**src/rtl/scan_pkg.sv**
```systemverilog
// scan_pkg: shared FSM state type and default chain length for the scan controller
package scan_pkg;
    localparam int CHAIN_LEN_DEF = 16;
    typedef enum logic [2:0] {IDLE, SHIFT_IN, CAPTURE, SHIFT_OUT, DONE} scan_state_t;
endpackage

```
**src/rtl/scan_if.sv**
```systemverilog
// scan_if: test request/response handshake plus serial chain signals
interface scan_if
    import scan_pkg::*;
#(parameter int CHAIN_LEN = CHAIN_LEN_DEF) ();
    logic                 start;
    logic [CHAIN_LEN-1:0] vec_in;
    logic [CHAIN_LEN-1:0] exp_in;
    logic                 scan_en;
    logic                 scan_in;
    logic                 scan_out;
    logic                 busy;
    logic                 done;
    logic [CHAIN_LEN-1:0] resp_out;
    logic                 mismatch;
    modport master (output start, vec_in, exp_in, scan_out,
                    input  scan_en, scan_in, busy, done, resp_out, mismatch);
    modport slave  (input  start, vec_in, exp_in, scan_out,
                    output scan_en, scan_in, busy, done, resp_out, mismatch);
endinterface

```
**src/rtl/scan_shift_cnt.sv**
```systemverilog
// scan_shift_cnt: phase counter that saturates at CHAIN_LEN-1 and flags terminal count
module scan_shift_cnt
    import scan_pkg::*;
#(parameter int CHAIN_LEN = CHAIN_LEN_DEF)
(
    input  logic CK,
    input  logic RN,
    input  logic clr,
    input  logic en,
    output logic tc
);
    localparam int W = $clog2(CHAIN_LEN);
    localparam logic [W-1:0] LAST = W'(CHAIN_LEN - 1);
    logic [W-1:0] cnt;
    assign tc = (cnt == LAST);
    // count up while enabled, holding at the terminal value so a phase never wraps
    always_ff @(posedge CK) begin
        if (!RN || clr) cnt <= '0;
        else if (en && !tc) cnt <= cnt + 1'b1;
    end
endmodule

```
**src/rtl/scan_chain_ctrl.sv**
```systemverilog
// scan_chain_ctrl: shifts a stimulus into a scan chain, captures, shifts the response out and compares it
module scan_chain_ctrl
    import scan_pkg::*;
#(parameter int CHAIN_LEN = CHAIN_LEN_DEF)
(
    input  logic CK,
    input  logic RN,
    scan_if.slave bus
);
    scan_state_t          state, state_nx;
    logic [CHAIN_LEN-1:1] vec_sh;
    logic [CHAIN_LEN-2:0] resp_sh;
    logic [CHAIN_LEN-1:0] exp_q, resp_nx;
    logic                 cnt_clr, cnt_en, tc;
    logic                 scan_en_nx, scan_in_nx;
    scan_shift_cnt #(.CHAIN_LEN(CHAIN_LEN)) u_cnt (
        .CK  (CK),
        .RN  (RN),
        .clr (cnt_clr),
        .en  (cnt_en),
        .tc  (tc)
    );
    // next state, counter control and the values every output flop takes next cycle
    always_comb begin
        state_nx = state;
        cnt_clr  = 1'b0;
        cnt_en   = 1'b0;
        case (state)
            IDLE:      if (bus.start) begin state_nx = SHIFT_IN; cnt_clr = 1'b1; end
            SHIFT_IN:  begin cnt_en = 1'b1; if (tc) begin state_nx = CAPTURE; cnt_clr = 1'b1; end end
            CAPTURE:   begin state_nx = SHIFT_OUT; cnt_clr = 1'b1; end
            SHIFT_OUT: begin cnt_en = 1'b1; if (tc) begin state_nx = DONE; cnt_clr = 1'b1; end end
            default:   state_nx = IDLE;
        endcase
        resp_nx    = {bus.scan_out, resp_sh};
        scan_en_nx = (state_nx == SHIFT_IN) || (state_nx == SHIFT_OUT);
        scan_in_nx = (state_nx == SHIFT_IN) && (state == IDLE ? bus.vec_in[0] : vec_sh[1]);
    end
    // state register, registered outputs and the stimulus/response shifters
    always_ff @(posedge CK) begin
        if (!RN) begin
            state        <= IDLE;
            vec_sh       <= '0;
            resp_sh      <= '0;
            exp_q        <= '0;
            bus.scan_en  <= 1'b0;
            bus.scan_in  <= 1'b0;
            bus.busy     <= 1'b0;
            bus.done     <= 1'b0;
            bus.resp_out <= '0;
            bus.mismatch <= 1'b0;
        end else begin
            state       <= state_nx;
            bus.scan_en <= scan_en_nx;
            bus.scan_in <= scan_in_nx;
            bus.busy    <= state_nx != IDLE;
            bus.done    <= state_nx == DONE;
            if (state == IDLE && bus.start) begin
                vec_sh <= bus.vec_in[CHAIN_LEN-1:1];
                exp_q  <= bus.exp_in;
            end else if (state == SHIFT_IN) begin
                vec_sh <= vec_sh >> 1;
            end
            if (state == SHIFT_OUT) resp_sh <= resp_nx[CHAIN_LEN-1:1];
            if (state == SHIFT_OUT && tc) begin
                bus.resp_out <= resp_nx;
                bus.mismatch <= resp_nx != exp_q;
            end
        end
    end
endmodule

```
**src/flat_wrapper.sv**
```systemverilog
// flat-port wrapper written by rule: the top's interface ports become plain ports
module scan_chain_ctrl_flat import scan_pkg::*;
#(parameter int CHAIN_LEN = CHAIN_LEN_DEF)
  (CK, RN, bus_start, bus_vec_in, bus_exp_in, bus_scan_out, bus_scan_en, bus_scan_in, bus_busy, bus_done, bus_resp_out, bus_mismatch);
  scan_if #(.CHAIN_LEN(CHAIN_LEN)) bus_i ();
  input  logic CK;
  input  logic RN;
  input wire logic [$bits(bus_i.start)-1:0] bus_start;
  input wire logic [$bits(bus_i.vec_in)-1:0] bus_vec_in;
  input wire logic [$bits(bus_i.exp_in)-1:0] bus_exp_in;
  input wire logic [$bits(bus_i.scan_out)-1:0] bus_scan_out;
  output wire logic [$bits(bus_i.scan_en)-1:0] bus_scan_en;
  output wire logic [$bits(bus_i.scan_in)-1:0] bus_scan_in;
  output wire logic [$bits(bus_i.busy)-1:0] bus_busy;
  output wire logic [$bits(bus_i.done)-1:0] bus_done;
  output wire logic [$bits(bus_i.resp_out)-1:0] bus_resp_out;
  output wire logic [$bits(bus_i.mismatch)-1:0] bus_mismatch;
  assign bus_i.start = bus_start;
  assign bus_i.vec_in = bus_vec_in;
  assign bus_i.exp_in = bus_exp_in;
  assign bus_i.scan_out = bus_scan_out;
  assign bus_scan_en = bus_i.scan_en;
  assign bus_scan_in = bus_i.scan_in;
  assign bus_busy = bus_i.busy;
  assign bus_done = bus_i.done;
  assign bus_resp_out = bus_i.resp_out;
  assign bus_mismatch = bus_i.mismatch;
  scan_chain_ctrl #(.CHAIN_LEN(CHAIN_LEN)) u_core (.CK(CK), .RN(RN), .bus(bus_i));
endmodule
```
**config.mk**
```make
export PLATFORM = sky130hd
export DESIGN_NAME = scan_chain_ctrl_flat
export DESIGN_NICKNAME = d
export VERILOG_FILES = /design/src/rtl/scan_pkg.sv /design/src/rtl/scan_if.sv /design/src/rtl/scan_shift_cnt.sv /design/src/rtl/scan_chain_ctrl.sv /design/src/flat_wrapper.sv
export SDC_FILE = /design/constraint.sdc
export NUM_CORES = 1
export LEC_CHECK = 0
export CAP_MARGIN = 20
export CORE_ASPECT_RATIO = 2
export CORE_MARGIN = 5
export CORE_UTILIZATION = 40
export DETAILED_ROUTE_END_ITERATION = 6
export GPL_ROUTABILITY_DRIVEN = 0
export PLACE_DENSITY = 0.61
export RECOVER_POWER = 100
export SYNTH_ARGS = -nofsm -noshare
export SYNTH_HDL_FRONTEND = slang
export SYNTH_SLANG_ARGS = --single-unit
```
**constraint.sdc**
```tcl
create_clock -name CK -period 1.95 [get_ports CK]
set_clock_uncertainty 0.1 [all_clocks]
set_input_delay 0.585 -clock CK [delete_from_list [all_inputs] [get_ports CK]]
set_output_delay 0.585 -clock CK [all_outputs]
set_load 0.005 [all_outputs]
```
# [After elaboration in Yosys (flattened, before gate mapping)]
# Index checks and enable logic that the tools add are counted.
[word_totals] input_bits=36 output_inout_bits=21 reg_bits=74 word_cells=43
[op_classes] n_eq_ne=8 reduce_logical=12 n_addsub=1 n_mux=11
[op_table] operator="$mux W15" n=2
[op_table] operator="$ne A16 B16 Y1" n=1
[op_table] operator="$pmux W3 S4" n=1
[op_table] operator="$eq A3 B2 Y1 const B" n=3
[op_table] operator="$mux W3" n=3
[op_table] operator="$eq A3 B1 Y1 const B" n=2
[op_table] operator="$add A4 B1 Y4 const B" n=1
[op_table] operator="$eq A4 B4 Y1 const B" n=1
[op_table] operator="$logic_and A1 B1 Y1" n=4
[op_table] operator="$mux W1" n=4
[op_table] operator="$eq A3 B3 Y1 const B" n=1
[op_table] operator="$logic_not A3 Y1" n=1
[op_table] operator="$pmux W1 S3" n=1
[op_table] operator="$reduce_bool A3 Y1" n=1
[op_table] operator="$logic_not A1 Y1" n=2
[op_table] operator="$logic_or A1 B1 Y1" n=2
[op_table] operator="$reduce_bool A2 Y1" n=1
[op_table] operator="$reduce_or A2 Y1" n=1

# [Depth between registers and ports, before layout]
# Gate-level depths: netlist (run 1).
[depth] word_depth=5 depth_mapped=8 depth_no_buf=5

# [By module]
# Synthesis (run 1) repeated with hierarchy kept, for this count alone.
[unflattened] hier_cells=348 hier_area_um2=3079.2
[modules_own_cells] module="scan_chain_ctrl" seq_area_each_um2=1401.3 area_each_um2=2881.5 cells_per_inst=325 n_inst=1
[modules_own_cells] module="scan_shift_cnt" seq_area_each_um2=80.1 area_each_um2=197.7 cells_per_inst=23 n_inst=1

# [Worst setup path before layout (run 1)]
# OpenSTA, ideal clock, no wires.
[synth_timing] path_type="reg2reg" startpoint="reg u_core.u_cnt.cnt[0]" endpoint="reg u_core.bus.resp_out[10]" path_buffers=2 setup_slack_ns=0.483 period_less_slack_ns=1.467 stages_incl_launch_ff=8 t_required_ns=1.734 setup_time_ns=0.116 t_arrival_ns=1.250 path_cell_list="dfxtp_1 ha_1 nand3_1 nand2b_2 buf_6 buf_6 nand2_1 a21boi_1"
[synth_between] elab_chain_cells=2
[synth_lines] item="from (decl)" line_no="scan_shift_cnt.sv:14" source="logic [W-1:0] cnt;"
[synth_lines] item="from (signal assigned)" line_no="scan_shift_cnt.sv:19" source="else if (en && !tc) cnt <= cnt + 1'b1;"
[synth_lines] item="$eq A4 B4 Y1" line_no="scan_shift_cnt.sv:15" source="assign tc = (cnt == LAST);"
[synth_lines] item="$logic_and A1 B1 Y1" line_no="scan_chain_ctrl.sv:65" source="if (state == SHIFT_OUT && tc) begin"
[synth_lines] item="to (signal assigned)" line_no="scan_chain_ctrl.sv:66" source="bus.resp_out <= resp_nx;"
[synth_lines] item="to (decl)" line_no="scan_if.sv:18" source="output scan_en, scan_in, busy, done, resp_out, mismatch);"
# No other way between the ends.
# A chain may end at the register's enable or synchronous reset.

# [Worst setup path in the final report (run 1)]
[layout_timing] startpoint="reg u_core.bus.scan_in" endpoint="out bus_scan_in"
[layout_lines] item="from (decl)" line_no="scan_if.sv:18"
[layout_lines] item="from (signal assigned)" line_no="scan_chain_ctrl.sv:55" source="bus.scan_in <= scan_in_nx;"
[layout_lines] item="to (decl)" line_no="flat_wrapper.sv:13" source="output wire logic [$bits(bus_i.scan_in)-1:0] bus_scan_in;"
# No word-level cell between the ends.

==> qor.csv, run 1 <==
metric;value;unit
outcome;finished clean;
yosys.area_share.xor_xnor;5.06;%
power_frac_clock;45.3;%
synth_area_leaders;dfxtp_1 (48%), nand2_1 (14%), a21boi_0 (7.2%), a21boi_1 (6.3%), xnor2_1 (4.8%);
crit_cells;1;
arrival;1.20;ns
path_cells;dlygate4sd3_1;
endpoint;bus_scan_in;
fin_crit;1.89;ns
r2r_setup_slack;0.20;ns
clk_latency;0.33;ns
synth_nets;385;
power_frac_comb;8.2;%
reg2reg_from;u_core.state[0];
synth_area_per_cell;8.95;um2
synth_fa_ha_area_share;0.402;%
setup_viol;0;
crit_type;flip-flop to output pin;
drtPass1Iterations;4;
cp.required;1.26;ns
synth_edf_count;0;
power_density;855;nW/um2
yosys_warnings;0;
worst_pin_slew;0.472;ns
cts_buffer_depth;2;
rr_worst_depth;4;
cts_max_level;3;
fmax;530;MHz
synth_common_cells;nand2_1 (114), dfxtp_1 (74), a21boi_0 (30), a21boi_1 (26), xnor2_1 (17);
p_sw;743;uW
dp_hpwl;5190;um
placed_cell_area;3740;um2
end_kind;output pin;
start_kind;flip-flop;
io_pins;57;
yosys.area_share.simple;21.1;%
maxSlewViolCount;0;
cts_root_buf;clkbuf_16;
fp.dieH;135;um
critical_path.top_delay_family;buffers and inverters;
p_seq_share;46.4;%
ys_seq_area_share;47.6;%
setup-tns-final;0;ns
intPower;2680;uW
maxCapViolCount;0;
synth_top_area_cell;dfxtp_1;
grt_pass1_wl;11400;um
cts_inserted_buffers;9;
grt_antenna_before_repair;0;
port_buffers;56;
hold_viol_final;0;
clkSinkCount;74;
core-area;7600;um2
ir_worst_vdd;0.464;mV
crit_path_top_delay_cell;dlygate4sd3_1;
avgViaCountPerCell;4.88;
std_cell_rows;45;
die_w;72.4;um
ys_ff_latch;74;
stdcell_area;4010;um2
ys_types;34;
critPathMaxFanout;1;
antenna_cells;0;
rsz0062_at_grt;no;
nNetsFinal;441;
ant_nets;0;
synthMuxAreaShare;0.964;%
crit_buf_inv;1;
synth.most_common_cell;nand2_1;
p_leak;0.00142;uW
drive_above_1_share;8.07;%
tritoncts;yes;
cts_hold_buffers;0;
path_clk_slew;0.05;ns
startpoint;u_core.bus.scan_in;
post_cts_buffers;0;
synthesis.area;3120;um2
grt_pass1_vias;2405;
grt.total_usage;15.2;%
ys.flop_type;dfxtp_1;
slowest_delay;0.57;ns
routedWlPerCell;14.0;um
synthArstFlopShare;0;%
dr_total_vias;2455;
fin_crit_sh;96.7;%
swShare;21.7;%
hold_path.class;flip-flop to flip-flop;
syn_inst;348;
drtIter0Drc;114;
routed_wl;7030;um
min_path_cells;2;
overflow;0;
relSlewSlack;68.4;%
grt_max_degree;33;
area_growth;28.7;%
synth_top_family_by_area;simple AND/OR/NAND/NOR gates;
synth_compound_area_share;19.7;%
initial_utilization;41.0;%
die_area;9760;um2
synth_top_area_share;47.6;%
drc_errors;0;
r2r_end;u_core.vec_sh[12];
state kept, by name, indices dropped and copies added (netlist names):
| signal | flops |
|---|---|
| u_core.bus.resp_out | 16 |
| u_core.vec_sh | 15 |
| u_core.bus.done | 1 |
| u_core.u_cnt.cnt | 4 |
| u_core.resp_sh | 15 |
| u_core.bus.scan_in | 1 |
| u_core.bus.mismatch | 1 |
| u_core.bus.scan_en | 1 |
| u_core.exp_q | 16 |
| u_core.state | 3 |
| u_core.bus.busy | 1 |
layer usage:
metal / track usage, % / wire [um] / part of all wire (%)
met3: 3.87 / 318 / 4.5
met2: 27.0 / 3830 / 54
met4: 6.57 / 171 / 2.4
met1: 16.5 / 2710 / 39
met5: 0 / 0 / 0
power groups by stage:
| stage | logic (uW) | clock network (uW) | registers, uW |
|---|---|---|---|
| global route | 310 | 1650 | 1600 |
| global placement | 291 | 0 | 1620 |
| finish | 282 | 1550 | 1590 |
| floorplan | 174 | 0 | 1610 |
| CTS | 295 | 1580 | 1590 |
| detailed placement | 293 | 0 | 1620 |
through the flow:
| step | utilization [%] | worst slack (ns) | hold WS [ns] | std cells | total power, uW |
|---|---|---|---|---|---|
| final | 52.8 | 0.0644 | 0.359 | 503 | 3430 |
| after global routing | 52.8 | 0.0266 | 0.382 | 503 | 3550 |
| after CTS | 53.0 | 0.0551 | 0.353 | 503 | 3470 |
| after detailed placement | 49.2 | -0.394 | 0.346 | 487 | 1920 |
| after global placement | 49.2 | -0.329 | 0.340 | 487 | 1910 |
| after floorplan | - | 0.483 | 0.335 | 348 | 1790 |
cells in the final DEF (no fill, tap or decap), types with 2 or more instances in the layout:
cell,count
nor3_1,3
o21ai_0,2
and2_1,2
nand4_1,6
clkbuf_1,2
clkdlybuf4s50_1,53
dfxtp_1,74
nand3_1,2
clkbuf_4,2
clkbuf_8,3
mux2i_1,3
clkinv_2,2
a21oi_1,4
nand2_1,114
buf_4,7
nor2_1,5
a21boi_0,57
clkbuf_16,9
dlygate4sd3_1,3
nor2b_1,3
o211a_1,2
a22oi_1,12
xnor2_1,17
and2_0,2
clkbuf_2,2
a21boi_1,2
cells by family (layout without fill, tap and decap cells):
logic type | count (synthesis) | after routing
buf+inv | 24 | 85
xor+xnor | 18 | 18
simple gates | 147 | 147
fa+ha+maj | 1 | 1
mux | 3 | 3
compound gates | 81 | 81
flops | 74 | 74
layout make-up:
cell class / count / area [um2]
repair buffers: 69 / 669
clock buffers: 14 / 274
well taps: 94 / 118
fillers: 735 / 3590
clock inverters: 2 / 10.0
multi-input cells: 250 / 1460
flip-flops and latches: 74 / 1480
worst min-delay path by stage:
stage	start	slack, ns	to
final	u_core.bus.resp_out[9]	0.36	u_core.bus.resp_out[9]
after detailed placement	u_core.bus.resp_out[8]	0.35	u_core.bus.resp_out[8]
after global placement	u_core.bus.resp_out[7]	0.34	u_core.bus.resp_out[7]
after floorplan	u_core.vec_sh[14]	0.33	u_core.vec_sh[14]
after CTS	u_core.bus.resp_out[8]	0.35	u_core.bus.resp_out[8]
after global routing	u_core.bus.resp_out[9]	0.38	u_core.bus.resp_out[9]
repair_timing:
| action | 4_1_cts | 5_1_grt |
|---|---|---|
| setup endpoints to repair | 4 | 4 |
| resized for setup | 1 | 1 |
| gates cloned | 0 | 0 |
No activity file was read; power rests on OpenSTA's default activity.
==> run 2: changes to the inputs <==
--- a/config.mk
+++ b/config.mk
@@ -7,12 +7,12 @@
 export LEC_CHECK = 0
 export CAP_MARGIN = 20
 export CORE_ASPECT_RATIO = 2
-export CORE_MARGIN = 5
 export CORE_UTILIZATION = 40
 export DETAILED_ROUTE_END_ITERATION = 6
 export GPL_ROUTABILITY_DRIVEN = 0
 export PLACE_DENSITY = 0.61
 export RECOVER_POWER = 100
+export REMOVE_ABC_BUFFERS = 1
 export SYNTH_ARGS = -nofsm -noshare
 export SYNTH_HDL_FRONTEND = slang
 export SYNTH_SLANG_ARGS = --single-unit
==> run 2 against run 1 <==
Net effect: hold slack got worse by 0.00056 ns; via count decreased by 0.94%; combinational power increased by 1%; non-clock buffer count increased by 1; first-iteration DRC count decreased by 25%; sequential power about the same; fmax increased by 1.1%; clock power decreased by 10%; global-route usage increased by 2.6 points; critical path depth unchanged; register-to-register slack got worse by 0.05 ns; sequential cell count unchanged.
==> qor.csv, run 2 (synthesis gave the netlist of run 1 again) <==
metric;value;unit;change
min_from;u_core.bus.resp_out[7];;
crit_type;flip-flop to output pin;;
cts_root_buf;clkbuf_16;;
routed_wl;6440;um;-8.4%
tritoncts;yes;;
clk_latency;0.33;ns;about the same
path_clk_slew;0.05;ns;about the same
drtIter0Drc;85;;-25%
die_area;8170;um2;-16%
power_density;820;nW/um2;-4.1%
core-area;7540;um2;-0.74%
cp.required;1.26;ns;about the same
die_w;64.4;um;-11%
crit_buf_inv;1;;unchanged
r2r_end;u_core.vec_sh[13];;
nNetsFinal;442;;+0.23%
r2r_setup_slack;0.15;ns;-0.05 ns
grt_antenna_before_repair;0;;unchanged
ir_worst_vdd;0.645;mV;+39%
hold_path.class;flip-flop to flip-flop;;
layout_common_cells;nand2_1 (114), dfxtp_1 (74), a21boi_0 (58);;
cts_buffer_depth;2;;unchanged
fin_crit_sh;95.6;%;-1.0 points
drc_errors;0;;unchanged
worst_pin_slew;0.482;ns;+0.0107 ns
timing.final.ws_setup;0.0848;ns;+0.0204 ns
min_path_cells;2;;unchanged
fp.dieH;127;um;-5.9%
maxSlewViolCount;0;;unchanged
layout_commonest_cell;nand2_1;;
dr_total_vias;2432;;-0.94%
path_cells;dlygate4sd3_1;;
critPathMaxFanout;1;;unchanged
area_growth;28.0;%;
arrival;1.18;ns;-0.02 ns
reg.largest.list;u_core.bus.resp_out: 16 flops, u_core.exp_q: 16 flops;;
maxCapViolCount;0;;unchanged
slowest_delay;0.56;ns;about the same
holdWs;0.358;ns;-0.000562 ns
reg2reg_from;u_core.state[0];;
antenna_cells;0;;unchanged
io_pins;57;;unchanged
grt_max_degree;31;;-6.1%
avgViaCountPerCell;4.85;;-0.54%
cts_inserted_buffers;9;;unchanged
fin_cells;501;;-0.40%
setup_viol;0;;unchanged
grt.total_usage;17.7;%;+2.6 points
rsz0062_at_grt;no;;
hold_viol_final;0;;unchanged
port_buffers;56;;unchanged
end_kind;output pin;;
routedWlPerCell;12.8;um;-8.1%
p_leak;0.00140;uW;-1.1%
cts_max_level;3;;unchanged
clkSinkCount;74;;unchanged
dp_cells;488;;+0.21%
post-place-ws;-0.359;ns;+0.0348 ns
whs_endpoint;u_core.bus.resp_out[7];;
dp_hpwl;4710;um;-9.1%
critical_path.top_delay_family;buffers and inverters;;
overflow;0;;unchanged
ant_nets;0;;unchanged
fill_cells;761;;+3.5%
std_cell_rows;45;;unchanged
relSlewSlack;67.8;%;-0.61 points
power;3270;uW;-4.6%
setup-tns-final;0;ns;unchanged
drtPass1Iterations;4;;unchanged
crit_cells;1;;unchanged
outcome;finished clean;;
rr_worst_depth;5;;+1
grt_pass1_vias;2394;;-0.46%
initial_utilization;41.3;%;+0.31 points
fin_crit;1.87;ns;-0.0204 ns
fmax;536;MHz;+1.1%
start_kind;flip-flop;;
grt_pass1_wl;11000;um;-3.3%
crit_path_top_delay_cell;dlygate4sd3_1;;
drive_above_1_share;7.37;%;-0.70 points
## run 2: layout make-up
type	instances	area [um2]	area share (%)
sequential	74	1480	37.2
multi-input combinational	250	1460	36.6
timing repair buffer	70	689	17.3
clock buffer	12	236	5.93
tap	94	118	2.95
clock inverter	1	5.00	0.126
## run 2: where the power goes
part / switching, uW / total (uW) / internal (uW)
combinational: 119 / 286 / 167
sequential: 29.5 / 1590 / 1560
clock: 555 / 1390 / 837
total: 704 / 3270 / 2570
## run 2: metrics by stage
stage / util, % / cell area, um2
floorplan: - / 2950
detailed placement: 49.9 / 3760
global placement: 49.9 / 3760
CTS: 53.1 / 4010
global route: 52.9 / 3990
finish: 52.9 / 3990
## run 2: routing by layer
layer	global-route usage, %	up-vias	wire length (um)
met2	31.1	36	3440
li1	-	1269	-
met3	4.05	9	144
met1	18.9	1118	2700
met5	0	-	0
met4	10.2	0	150
## run 2: worst max path at each step
stage	start	end
after floorplan	bus_start	u_core.vec_sh[3]
after global placement	bus_start	u_core.vec_sh[8]
after detailed placement	bus_start	u_core.vec_sh[5]
after CTS	u_core.bus.resp_out[1]	bus_resp_out[1]
after global routing	u_core.state[0]	u_core.vec_sh[13]
final	u_core.bus.scan_en	bus_scan_en
## run 2: repair_timing
| item | 4_1_cts | 5_1_grt |
|---|---|---|
| setup buffers | 0 | 0 |
| endpoints found under the setup margin | 2 | 1 |
| hold buffers | 0 | 0 |
| hold endpoints to repair | 0 | 0 |
| gates resized for setup | 1 | 1 |
==> run 3: changes to the inputs <==
--- a/config.mk
+++ b/config.mk
@@ -7,10 +7,10 @@
 export LEC_CHECK = 0
 export CAP_MARGIN = 20
 export CORE_ASPECT_RATIO = 2
-export CORE_UTILIZATION = 40
+export CORE_UTILIZATION = 52
 export DETAILED_ROUTE_END_ITERATION = 6
 export GPL_ROUTABILITY_DRIVEN = 0
-export PLACE_DENSITY = 0.61
+export PLACE_DENSITY = 0.76
 export RECOVER_POWER = 100
 export REMOVE_ABC_BUFFERS = 1
 export SYNTH_ARGS = -nofsm -noshare
==> run 3 against run 2 <==
Net effect: die area is 23% lower; largest power group unchanged; largest cell class unchanged; non-clock buffer count shrank 2; the flow now finishes with violations (design-rule violations); final area is 0.35% lower; sequential power is essentially flat; register-to-register slack improved by 0.03 ns; combinational power is essentially flat; sequential share of layout area up 0.13 points; total power is 4.3% higher; cell count fell by 6.4%; via count is 1.5% higher.
==> qor.csv, run 3 (synthesis gave the netlist of run 1 again) <==
metric;value;unit;change
routed.top_layer;met4;;
setup-tns-final;0;ns;unchanged
relSlewSlack;62.6;%;-5.3 points
swShare;21.1;%;-0.46 points
fin_crit;1.89;ns;+0.0241 ns
critical_path.top_delay_family;buffers and inverters;;
hold_viol_final;0;;unchanged
setup_viol;0;;unchanged
p_leak;0.00144;uW;+2.5%
fmax;529;MHz;-1.3%
ant_nets;0;;unchanged
cts_hold_buffers;0;;unchanged
route.layer.met1.wl;2440;um;-9.6%
overflow;0;;unchanged
crit_buf_inv;1;;unchanged
dr_total_vias;2468;;+1.5%
r2r_end;u_core.vec_sh[11];;
outcome;complete, but fails checks;;
grt_antenna_before_repair;0;;unchanged
fin_crit_sh;96.9;%;+1.2 points
cts_root_buf;clkbuf_16;;
path_cells;dlygate4sd3_1;;
grt.total_usage;21.3;%;+3.6 points
drtIter0Drc;67;;-21%
dp_cells;453;;-7.2%
p_seq_share;46.7;%;-2.0 points
initial_utilization;54.1;%;+13 points
antenna_cells;0;;unchanged
maxSlewViolCount;0;;unchanged
power_density;858;nW/um2;+4.6%
core-area;5760;um2;-24%
tritoncts;yes;;
postLayoutCoreUtil;69.0;%;+16 points
clk_latency;0.33;ns;about the same
min_from;u_core.bus.resp_out[7];;
cts_max_level;3;;unchanged
layout_commonest_cell;nand2_1;;
avgViaCountPerCell;5.26;;+8.4%
dp_hpwl;4310;um;-8.6%
rr_worst_depth;6;;+1
grt_max_degree;66;;+110%
reg2reg_from;u_core.state[0];;
crit_type;flip-flop to output pin;;
layout_common_cells;nand2_1 (114), dfxtp_1 (74), a21boi_0 (56);;
crit_path_top_delay_cell;dlygate4sd3_1;;
rsz0062_at_grt;no;;
worst_pin_slew;0.562;ns;+0.0793 ns
path_clk_slew;0.05;ns;about the same
fin_cells;469;;-6.4%
ir_worst_vdd;0.708;mV;+9.9%
arrival;1.20;ns;+0.02 ns
area_growth;27.6;%;
cts_resized;0;;-1
start_kind;flip-flop;;
drive_above_1_share;7.11;%;-0.26 points
routedWlPerCell;12.8;um;-0.25%
timing.final.ws_setup;0.0607;ns;-0.0241 ns
reg.largest.list;u_core.bus.resp_out: 16 flops, u_core.exp_q: 16 flops;;
hold_path.class;flip-flop to flip-flop;;
min_path_cells;2;;unchanged
io_pins;57;;unchanged
routed_wl;6010;um;-6.6%
maxCapViolCount;0;;unchanged
post_cts_buffers;0;;unchanged
power_frac_comb;8.4;%;-0.3 points
wl_met2;3160;um;-8.2%
power_frac_clock;44.9;%;+2.3 points
grt_pass1_wl;10500;um;-4.9%
end_kind;output pin;;
cts_buffer_depth;2;;unchanged
drc_errors;4;;+4
post-place-ws;-0.143;ns;+0.216 ns
die_w;56.7;um;-12%
grt_pass1_vias;2394;;unchanged
die_area;6320;um2;-23%
whs_endpoint;u_core.bus.resp_out[7];;
drtPass1Iterations;6;;+2
clkSinkCount;74;;unchanged
placed_cell_area;3730;um2;-0.83%
slowest_delay;0.56;ns;about the same
p_sw;718;uW;+2.1%
cts_inserted_buffers;9;;unchanged
cp.required;1.26;ns;about the same
critPathMaxFanout;2;;+1
port_buffers;56;;unchanged
std_cell_rows;39;;-13%
fp.dieH;111;um;-12%
violations;design-rule violations;;
nNetsFinal;440;;-0.45%
stdcell_area;3970;um2;-0.35%
r2r_setup_slack;0.18;ns;+0.03 ns
wl_met3;215;um;+49%
intPower;2690;uW;+4.9%
## run 3: layout make-up
class	count	area, um2
fill	489	1780
timing repair buffer	68	682
clock inverter	2	10.0
multi-input combinational	250	1450
clock buffer	14	274
tap	61	76.3
sequential	74	1480
## run 3: per-stage QoR
stage / hold WS, ns / power, uW
after floorplan: 0.335 / 1760
after global placement: 0.339 / 1920
after detailed placement: 0.344 / 1930
after CTS: 0.351 / 3460
after global routing: 0.379 / 3550
final: 0.356 / 3410
## run 3: how the worst max path moves through the flow
stage / start / endpoint / slack, ns / depth (start not counted)
global route: u_core.bus.resp_out[5] / bus_resp_out[5] / 0.03 / 1
floorplan: bus_start / u_core.vec_sh[3] / -0.23 / 4
global placement: bus_start / u_core.vec_sh[15] / -0.12 / 6
finish: u_core.bus.resp_out[3] / bus_resp_out[3] / 0.06 / 1
detailed placement: bus_start / u_core.vec_sh[15] / -0.14 / 6
CTS: u_core.bus.resp_out[14] / bus_resp_out[14] / 0.08 / 1
## run 3: per-layer routing
layer	up-vias	GRT usage, %
met5	-	0
met4	0	11.1
met3	13	6.16
met2	47	37.3
met1	1137	22.7
li1	1271	-
## run 3: power by group through the flow
stage / Clock (uW) / Combinational (uW) / Sequential [uW]
global route: 1640 / 315 / 1600
detailed placement: 0 / 303 / 1620
floorplan: 0 / 141 / 1620
finish: 1530 / 287 / 1590
global placement: 0 / 298 / 1620
CTS: 1570 / 305 / 1590
